### config.mk
export PLATFORM = sky130hd
export DESIGN_NAME = uart_sel_decoder
export DESIGN_NICKNAME = d
export VERILOG_FILES = /design/src/rtl/car_cmd_pkg.sv /design/src/rtl/uart_sel_decoder_rx_core.sv /design/src/rtl/uart_sel_decoder.sv
export SDC_FILE = /design/constraint.sdc
export NUM_CORES = 1
export LEC_CHECK = 0
export ABC_CLOCK_PERIOD_IN_PS = 7150
export BUFFER_PORTS_ARGS = -buffer_cell sky130_fd_sc_hd__buf_2
export CAP_MARGIN = 20
export CORE_ASPECT_RATIO = 1.4
export CORE_UTILIZATION = 45
export DETAILED_ROUTE_END_ITERATION = 6
export SYNTH_ARGS = -nofsm -noshare
export SYNTH_HDL_FRONTEND = slang
export SYNTH_HIERARCHICAL = 1
export SYNTH_SLANG_ARGS = --single-unit
### constraint.sdc
create_clock -name clk -period 7.15 [get_ports clk]
set_clock_uncertainty 0.2 [all_clocks]
set_input_delay 0.715 -clock clk [delete_from_list [all_inputs] [get_ports clk]]
set_output_delay 0.715 -clock clk [all_outputs]
set_load 0.005 [all_outputs]
### src/rtl/car_cmd_pkg.sv
// Shared steering-command definitions: ASCII command bytes, mux select
// codes, UART receiver state encoding and the command decode helper.
package car_cmd_pkg;

    localparam logic [7:0] CMD_FWD   = 8'h46;  // 'F'
    localparam logic [7:0] CMD_LEFT  = 8'h4C;  // 'L'
    localparam logic [7:0] CMD_RIGHT = 8'h52;  // 'R'
    localparam logic [7:0] CMD_STOP  = 8'h53;  // 'S'

    localparam logic [1:0] SEL_FWD   = 2'b00;
    localparam logic [1:0] SEL_LEFT  = 2'b01;
    localparam logic [1:0] SEL_RIGHT = 2'b10;
    localparam logic [1:0] SEL_STOP  = 2'b11;

    typedef enum logic [2:0] {
        RX_IDLE,
        RX_START,
        RX_DATA,
        RX_STOP,
        RX_DONE
    } rx_state_t;

    typedef struct packed {
        logic       known;
        logic [1:0] sel;
    } cmd_dec_t;

    // Map a received byte to a select code; unknown bytes leave known=0.
    function automatic cmd_dec_t decode_cmd(input logic [7:0] b);
        cmd_dec_t d;
        d.known = 1'b1;
        d.sel   = SEL_STOP;
        case (b)
            CMD_FWD:   d.sel = SEL_FWD;
            CMD_LEFT:  d.sel = SEL_LEFT;
            CMD_RIGHT: d.sel = SEL_RIGHT;
            CMD_STOP:  d.sel = SEL_STOP;
            default:   d.known = 1'b0;
        endcase
        return d;
    endfunction

endpackage

### src/rtl/uart_sel_decoder_rx_core.sv
// 8N1 UART receiver: 2-flop input synchroniser, baud/bit counters and a
// five-state receive FSM. Presents the byte with a one-cycle rx_done and
// flags a low stop bit with a one-cycle frame_err.
module uart_rx_core
    import car_cmd_pkg::*;
#(
    parameter int unsigned CLKS_PER_BIT = 5208
) (
    input  logic       clk,
    input  logic       rst_n,
    input  logic       rx,
    output logic [7:0] rx_data,
    output logic       rx_done,
    output logic       frame_err
);

    localparam int unsigned BAUD_W = $clog2(CLKS_PER_BIT);
    localparam logic [BAUD_W-1:0] BAUD_LAST = BAUD_W'(CLKS_PER_BIT - 1);
    localparam logic [BAUD_W-1:0] HALF_LAST = BAUD_W'(CLKS_PER_BIT / 2 - 1);

    rx_state_t         state;
    rx_state_t         state_nxt;
    logic              rx_m;
    logic              rx_s;
    logic              armed;
    logic [BAUD_W-1:0] baud_cnt;
    logic [2:0]        bit_cnt;
    logic [7:0]        shreg;
    logic              baud_tick;
    logic              half_tick;

    assign baud_tick = (baud_cnt == BAUD_LAST);
    assign half_tick = (baud_cnt == HALF_LAST);
    assign rx_data   = shreg;

    // Two-flop synchroniser, preset to the idle-high line level.
    always_ff @(posedge clk or negedge rst_n) begin
        if (!rst_n) begin
            rx_m <= 1'b1;
            rx_s <= 1'b1;
        end else begin
            rx_m <= rx;
            rx_s <= rx_m;
        end
    end

    // Receive FSM state register.
    always_ff @(posedge clk or negedge rst_n) begin
        if (!rst_n) state <= RX_IDLE;
        else        state <= state_nxt;
    end

    // Next-state logic; a start is accepted only once the line has been seen high.
    always_comb begin
        state_nxt = state;
        case (state)
            RX_IDLE:  if (!rx_s && armed)          state_nxt = RX_START;
            RX_START: if (half_tick)               state_nxt = rx_s ? RX_IDLE : RX_DATA;
            RX_DATA:  if (baud_tick && bit_cnt == 3'd7) state_nxt = RX_STOP;
            RX_STOP:  if (baud_tick)               state_nxt = rx_s ? RX_DONE : RX_IDLE;
            RX_DONE:                               state_nxt = RX_IDLE;
            default:                               state_nxt = RX_IDLE;
        endcase
    end

    // Outputs: byte-ready during DONE, framing error on a low stop sample.
    always_comb begin
        rx_done   = (state == RX_DONE);
        frame_err = (state == RX_STOP) && baud_tick && !rx_s;
    end

    // Baud counter, bit counter and LSB-first shift register.
    always_ff @(posedge clk or negedge rst_n) begin
        if (!rst_n) begin
            baud_cnt <= '0;
            bit_cnt  <= '0;
            shreg    <= '0;
        end else begin
            case (state)
                RX_START: baud_cnt <= half_tick ? '0 : baud_cnt + BAUD_W'(1);
                RX_DATA: begin
                    if (baud_tick) begin
                        baud_cnt <= '0;
                        bit_cnt  <= bit_cnt + 3'd1;
                        shreg    <= {rx_s, shreg[7:1]};
                    end else begin
                        baud_cnt <= baud_cnt + BAUD_W'(1);
                    end
                end
                RX_STOP:  baud_cnt <= baud_tick ? '0 : baud_cnt + BAUD_W'(1);
                default: begin
                    baud_cnt <= '0;
                    bit_cnt  <= '0;
                end
            endcase
        end
    end

    // Start-detect arming: dropped after a framing error until the line is high again.
    always_ff @(posedge clk or negedge rst_n) begin
        if (!rst_n)         armed <= 1'b1;
        else if (frame_err) armed <= 1'b0;
        else if (rx_s)      armed <= 1'b1;
    end

endmodule

### src/rtl/uart_sel_decoder.sv
// UART steering-command decoder: turns received ASCII commands into the
// 2-bit mux select, holds the last valid selection and forces STOP when
// no valid command arrives within the watchdog window.
module uart_sel_decoder
    import car_cmd_pkg::*;
#(
    parameter int unsigned CLKS_PER_BIT   = 5208,
    parameter int unsigned TIMEOUT_CYCLES = 25_000_000
) (
    input  logic       clk,
    input  logic       rst_n,
    input  logic       rx,
    output logic [1:0] sel,
    output logic       sel_valid,
    output logic       cmd_strobe,
    output logic       bad_cmd,
    output logic       frame_err
);

    localparam int unsigned WD_W = $clog2(TIMEOUT_CYCLES);
    localparam logic [WD_W-1:0] WD_LAST = WD_W'(TIMEOUT_CYCLES - 1);

    logic [7:0]      rx_data;
    logic            rx_done;
    logic            rx_frame_err;
    cmd_dec_t        dec;
    logic            cmd_hit;
    logic            cmd_miss;
    logic [WD_W-1:0] wd_cnt;

    uart_rx_core #(
        .CLKS_PER_BIT(CLKS_PER_BIT)
    ) u_rx (
        .clk      (clk),
        .rst_n    (rst_n),
        .rx       (rx),
        .rx_data  (rx_data),
        .rx_done  (rx_done),
        .frame_err(rx_frame_err)
    );

    // Classify each completed byte as a known command or a bad one.
    always_comb begin
        dec      = decode_cmd(rx_data);
        cmd_hit  = rx_done && dec.known;
        cmd_miss = rx_done && !dec.known;
    end

    // Selection register and watchdog; a command in the timeout cycle takes priority.
    always_ff @(posedge clk or negedge rst_n) begin
        if (!rst_n) begin
            sel       <= SEL_STOP;
            sel_valid <= 1'b0;
            wd_cnt    <= '0;
        end else if (cmd_hit) begin
            sel       <= dec.sel;
            sel_valid <= 1'b1;
            wd_cnt    <= '0;
        end else if (sel_valid) begin
            if (wd_cnt == WD_LAST) begin
                sel       <= SEL_STOP;
                sel_valid <= 1'b0;
                wd_cnt    <= '0;
            end else begin
                wd_cnt <= wd_cnt + WD_W'(1);
            end
        end
    end

    // One-cycle status pulses, aligned with the selection update.
    always_ff @(posedge clk or negedge rst_n) begin
        if (!rst_n) begin
            cmd_strobe <= 1'b0;
            bad_cmd    <= 1'b0;
            frame_err  <= 1'b0;
        end else begin
            cmd_strobe <= cmd_hit;
            bad_cmd    <= cmd_miss;
            frame_err  <= rx_frame_err;
        end
    end

endmodule

# After elaboration in Yosys (flattened, before gate mapping)
# Cells that the tools add are included.
# Widths: inputs -> output; s select.
totals:
  ff_bits: 61
  input_bits: 3
op_classes:
  reduce_logical: 19
  add_sub_neg: 3
  muxes: 25
  eq_ne: 17
  bitwise: 1
op_table:
  columns: ["op", "count"]
  rows:
  - ["$mux 25", 3]
  - ["$eq 8x7->1 const B", 4]
  - ["$mux 13", 2]
  - ["$pmux 13 s2", 1]
  - ["$add 25x1->25 const B", 1]
  - ["$eq 25x25->1 const B", 1]
  - ["$mux 3", 6]
  - ["$add 13x1->13 const B", 1]
  - ["$eq 13x12->1 const B", 1]
  - ["$eq 13x13->1 const B", 1]
  - ["$pmux 3 s4", 1]
  - ["$ne 2x1->1 const B", 5]
  - ["$mux 2", 4]
  - ["$eq 3x2->1 const B", 2]
  - ["$eq 3x3->1 const B", 2]
  - ["$logic_and 1x1->1", 6]
  - ["$mux 1", 6]
  - ["$pmux 2 s3", 1]
  - ["$pmux 3 s2", 1]
  - ["$reduce_and 2->1", 3]
  - ["$reduce_bool 2->1", 3]
  - ["$reduce_and 4->1", 1]
  - ["$reduce_or 2->1", 2]
  - ["$reduce_or 4->1", 1]
  - ["other kinds (5)", 6]

# Logic depth before layout (Yosys ltp)
logic_depth:
  word_depth: 6
  ltp_mapped: 8
  mapped_depth_nobuf: 6

# Cells and area by module
# The synthesis kept the hierarchy.
by_module_without_submodules:
  columns: ["module", "area_each_um2", "instances", "cells_per_inst", "seq_area_each_um2"]
  rows:
  - ["uart_sel_decoder", 1705.4, 1, 169, 778.2]
  - ["uart_rx_core", 1488.9, 1, 137, 754.5]

# Worst setup path after synthesis
# OpenSTA, ideal clock, no wires.
synth_path:
  path_type: "reg-to-reg"
  start: "register u_rx.state[1]"
  end: "register wd_cnt[21]"
  setup_ps: 77
  period_less_slack_ps: 2404
  t_required_ps: 6873
  t_arrival_ps: 2126
  path_stages_with_launch: 8
  path_slack_ps: 4746
  cell_sequence: "dfrtp_1 -> clkbuf_1 -> nor3b_1 -> nand4bb_1 -> nor3_4 -> o311ai_4 -> or4_1 -> a21oi_1"
synth_between:
  elab_chain_cells: 3
  word_cells_on_any_way: 4
  classes_between: "1 x eq/ne; 1 x mux; 2 x reduce/logical"
synth_lines:
  columns: ["item", "line_no", "rtl"]
  rows:
  - ["from (decl)", "uart_sel_decoder_rx_core.sv:21", "rx_state_t state;"]
  - ["from (signal assigned)", "uart_sel_decoder_rx_core.sv:50", "else state <= state_nxt;"]
  - ["$eq 3x3->1 (*)", "uart_sel_decoder_rx_core.sv:68", "rx_done = (state == RX_DONE);"]
  - ["via rx_done", "uart_sel_decoder.sv:24", "logic rx_done;"]
  - ["$logic_and 1x1->1 (*)", "uart_sel_decoder.sv:45", "cmd_hit = rx_done && dec.known;"]
  - ["$mux 25 / $reduce_bool 2->1 (equally long branches)", null, null]
  - ["to (signal assigned)", "uart_sel_decoder.sv:65", "wd_cnt <= wd_cnt + WD_W'(1);"]
  - ["to (decl)", "uart_sel_decoder.sv:29", "logic [WD_W-1:0] wd_cnt;"]
# Mark *: on every way through the listed nets, which the timed path passes. The rest lies on a longest branch.
# A chain may end at the register's enable or synchronous reset.

# Worst setup path after layout
layout_path:
  start: "register u_rx.state[1]"
  end: "register sel[0]"
layout_between:
  elab_chain_cells: 4
  word_cells_on_any_way: 6
  classes_between: "1 x eq/ne; 1 x mux; 4 x reduce/logical"
layout_lines:
  columns: ["item", "line_no", "rtl"]
  rows:
  - ["$eq 3x3->1 (*)", "uart_sel_decoder_rx_core.sv:68", null]
  - ["via rx_done", "uart_sel_decoder.sv:24", null]
  - ["$logic_and 1x1->1 (*)", "uart_sel_decoder.sv:45", null]
  - ["$reduce_bool 2->1 (no line)", null, null]
  - ["$reduce_and 2->1 (no line)", null, null]
  - ["to (signal assigned)", "uart_sel_decoder.sv:56", "sel <= dec.sel;"]
  - ["to (decl)", "uart_sel_decoder.sv:13", "output logic [1:0] sel,"]
# Marked as above.

==> results by group <==
Timing
  – Setup Viol. Count Final: 0
  – Slew margin rel.: 0.322
  – Final worst-path cycle share: 0.414
  – RSZ-0062 raised after global routing: false
  – Worst-margin pin slew: 1020 ps
  – Max Fclk: 338 MHz
  – Endpoints failing hold: 0
  – Final setup TNS: 0 ps
  – Slew Limit Fails: 0
  – Crit path time final: 2960 ps

Hold path
  – Hold path depth: 0
  – WHS Endpoint: u_rx/rx_s
  – Tightest Hold Check Type: flop to flop
  – Hold Startpoint: u_rx/rx_m

Final layout
  – Final net count: 323
  – Layout cells sized above 1: 0.181
  – Ant. Diodes: 0
  – Area delta synth->final: 8.81%

CTS
  – Htree depth: 3
  – Max clock buf depth: 2
  – Cts bufs inserted: 9
  – CTS clock-pin slew for the worst setup and hold paths: 70 ps
  – Post-CTS Hold Fix Bufs: 0
  – Worst-Skew Late Latency: 340 ps
  – Setup Fix Bufs, Post-CTS: 0
  – Root Buffer: clkbuf_8
  – TritonCTS clock tree: yes
  – Clk sink count: 61
  – # resized after CTS: 0

Power
  – Leak: 1.53 nW
  – Worst vdd ir: 0.000158 V
  – Cell Pwr Density: 204 nW/µm²
  – Total Power: 0.000710 W

Global route
  – Largest net degree at the start of global routing: 62
  – GRT Total Usage: 0.192
  – Vias in the first global route: 2339
  – First-pass GRT wire length: 10.8 mm
  – Initial antenna violation count: 0
  – GRT overflow: 0

Critical path
  – Critical Path AT: 3050 ps
  – CP endpoint kind: flop
  – Worst Setup Path Type: flop to flop
  – FF-to-FF path depth: 6
  – R2R Setup Slk: 4190 ps
  – Startpoint types: flop
  – Critical Path RT: 7240 ps
  – Reg2reg end: sel[0]
  – FF-to-FF Start: u_rx/state[1]
  – CP max FO: 20

Yosys
  – Seq cells post-synth: 61
  – Synth warnings: 6
  – Top post-synthesis cells by area: dfrtp_1, nor2_1, dfstp_2, xor2_1, xnor2_1
  – Most frequent cell after synthesis: dfrtp_1
  – Leading area contributor after synthesis: dfrtp_1
  – Avg Inst Size Synth: 10.4 µm²
  – Ys async rst share: 1.00
  – Commonest register cell after synthesis: dfrtp_1
  – Syn Inst Count: 306
  – Count of cell types in the netlist: 61
  – Commonest cells in the netlist: dfrtp_1, nor2_1, nand2_1
  – Seq/Total Area, Yosys: 0.480
  – Synthesized cell area: 3190 µm²
  – Synth Net Count: 313
  – Synth top area share: 0.439
  – Number of enable flip-flop cells after synthesis: 0

Die
  – Core area: 6890 µm²
  – Die area: 7440 µm²
  – Num ports: 9
  – Die W: 73.2 µm
  – Initial Util: 0.464
  – Chip height: 102 µm
  – Std-Cell Rows: 36

Routing
  – Routed len/inst: 15.4 µm
  – Vias per cell: 5.58
  – Detailed-route DRC error count: 0
  – Antenna-violating nets left: 0
  – Initial DRC count: 101
  – Detailed-route via count: 2322
  – Pre-antenna DRT Iters: 4
  – Drt total wl: 6.41 mm

Placed design
  – DP HPWL: 4.33 mm
  – GP Congestion: 0.792
  – Port Buffers: 8

Run status
  – Outcome: finished, final reports clean

Run
  – Max Cap Viol: 0
-- where the power goes --
| part | internal (W) | leakage (nW) | switching [W] |
|---|---|---|---|
| Sequential | 0.000361 | 0.823 | 0.0000235 |
| Combinational | 0.0000233 | 0.615 | 0.0000264 |
| Clock | 0.000134 | 0.0880 | 0.000142 |
| Total | 0.000517 | 1.53 | 0.000192 |
-- sequential cells by signal (all words and copies together), names as in the netlist, 2 cells and up --
signal / flops
u_rx/baud_cnt: 13
u_rx/rx_data: 8
sel: 2
u_rx/bit_cnt: 3
u_rx/state: 3
wd_cnt: 25
-- worst max-delay path by stage --
stage | from | endpoint | slack, ps | depth (start not counted)
finish | u_rx/state[1] | sel[0] | 4190 | 6
global route | u_rx/state[1] | sel[0] | 3990 | 6
CTS | u_rx/state[1] | sel[0] | 4200 | 6
detailed placement | u_rx/state[1] | sel[0] | 4220 | 6
global placement | u_rx/state[1] | sel[1] | 4330 | 6
floorplan | u_rx/state[1] | wd_cnt[21] | 4750 | 7
-- metrics by stage --
| stage | hold slack (ps) | area (µm²) | util | setup slack, ps | instances |
|---|---|---|---|---|---|
| after global routing | 165 | 3480 | 0.504 | 3990 | 416 |
| after global placement | 145 | 3300 | 0.479 | 4330 | 400 |
| after detailed placement | 149 | 3300 | 0.479 | 4220 | 400 |
| after floorplan | 145 | 3190 | - | 4750 | 306 |
| after CTS | 160 | 3480 | 0.504 | 4200 | 416 |
| final | 157 | 3480 | 0.504 | 4190 | 416 |
-- layout by cell type, fill, tap and decap left out, types with 2 or more instances in the layout --
master      netlist  routed
a21oi_1          10      10
a31oi_1           5       5
and2_1            5       5
and2b_2           2       2
and3_1            2       2
and4_1            2       2
and4bb_2          4       4
buf_2             2       8
clkbuf_8          1      10
clkinv_2          0       3
clkinvlp_4        0       2
dfrtp_1          56      56
dfstp_2           5       5
ha_1              4       4
inv_1             9       9
mux2_2            9       9
nand2_1          18      18
nand3_1          16      16
nand4_1          10      10
nor2_1           42      42
nor2b_1           4       4
nor3_1            6       6
nor3b_1           3       3
nor4_2            2       2
o21ai_0           7       7
o311ai_0          6       6
o31ai_1           3       3
or3_1             5       5
or4_1             3       3
or4b_1            3       3
or4bb_1           2       2
xnor2_1          12      12
xor2_1           14      14
-- per-layer routing --
metal | up-vias | part of all wire | track usage
li1 | 1137 | - | -
met1 | 1123 | 0.43 | 0.228
met2 | 44 | 0.51 | 0.319
met3 | 18 | 0.025 | 0.0358
met4 | 0 | 0.028 | 0.118
met5 | - | 0 | 0
-- worst max-delay path: stages, from the launching register on --
cell	delay [ps]
dfrtp_1	510
nor3b_1	410
nand4bb_1	240
nor3_4	460
nor2_1	220
nand2_1	580
o32a_1	270
-- kinds of logic after synthesis --
| logic type | count (synthesis) | share of synthesized area |
|---|---|---|
| compound gates | 45 | 0.107 |
| xor+xnor | 26 | 0.0713 |
| fa+ha+maj | 4 | 0.0157 |
| buf+inv | 19 | 0.0298 |
| flops | 61 | 0.480 |
| mux | 9 | 0.0317 |
| simple gates | 142 | 0.265 |
-- area by class of cell --
type / count / area (µm²)
clock buffer: 10 / 138
multi-input combinational: 226 / 1570
sequential: 61 / 1530
timing repair buffer: 9 / 47.5
inverter: 9 / 33.8
clock inverter: 6 / 38.8
tap: 95 / 119
fill: 648 / 3420
Note: power is estimated with default switching activity, not from simulation.
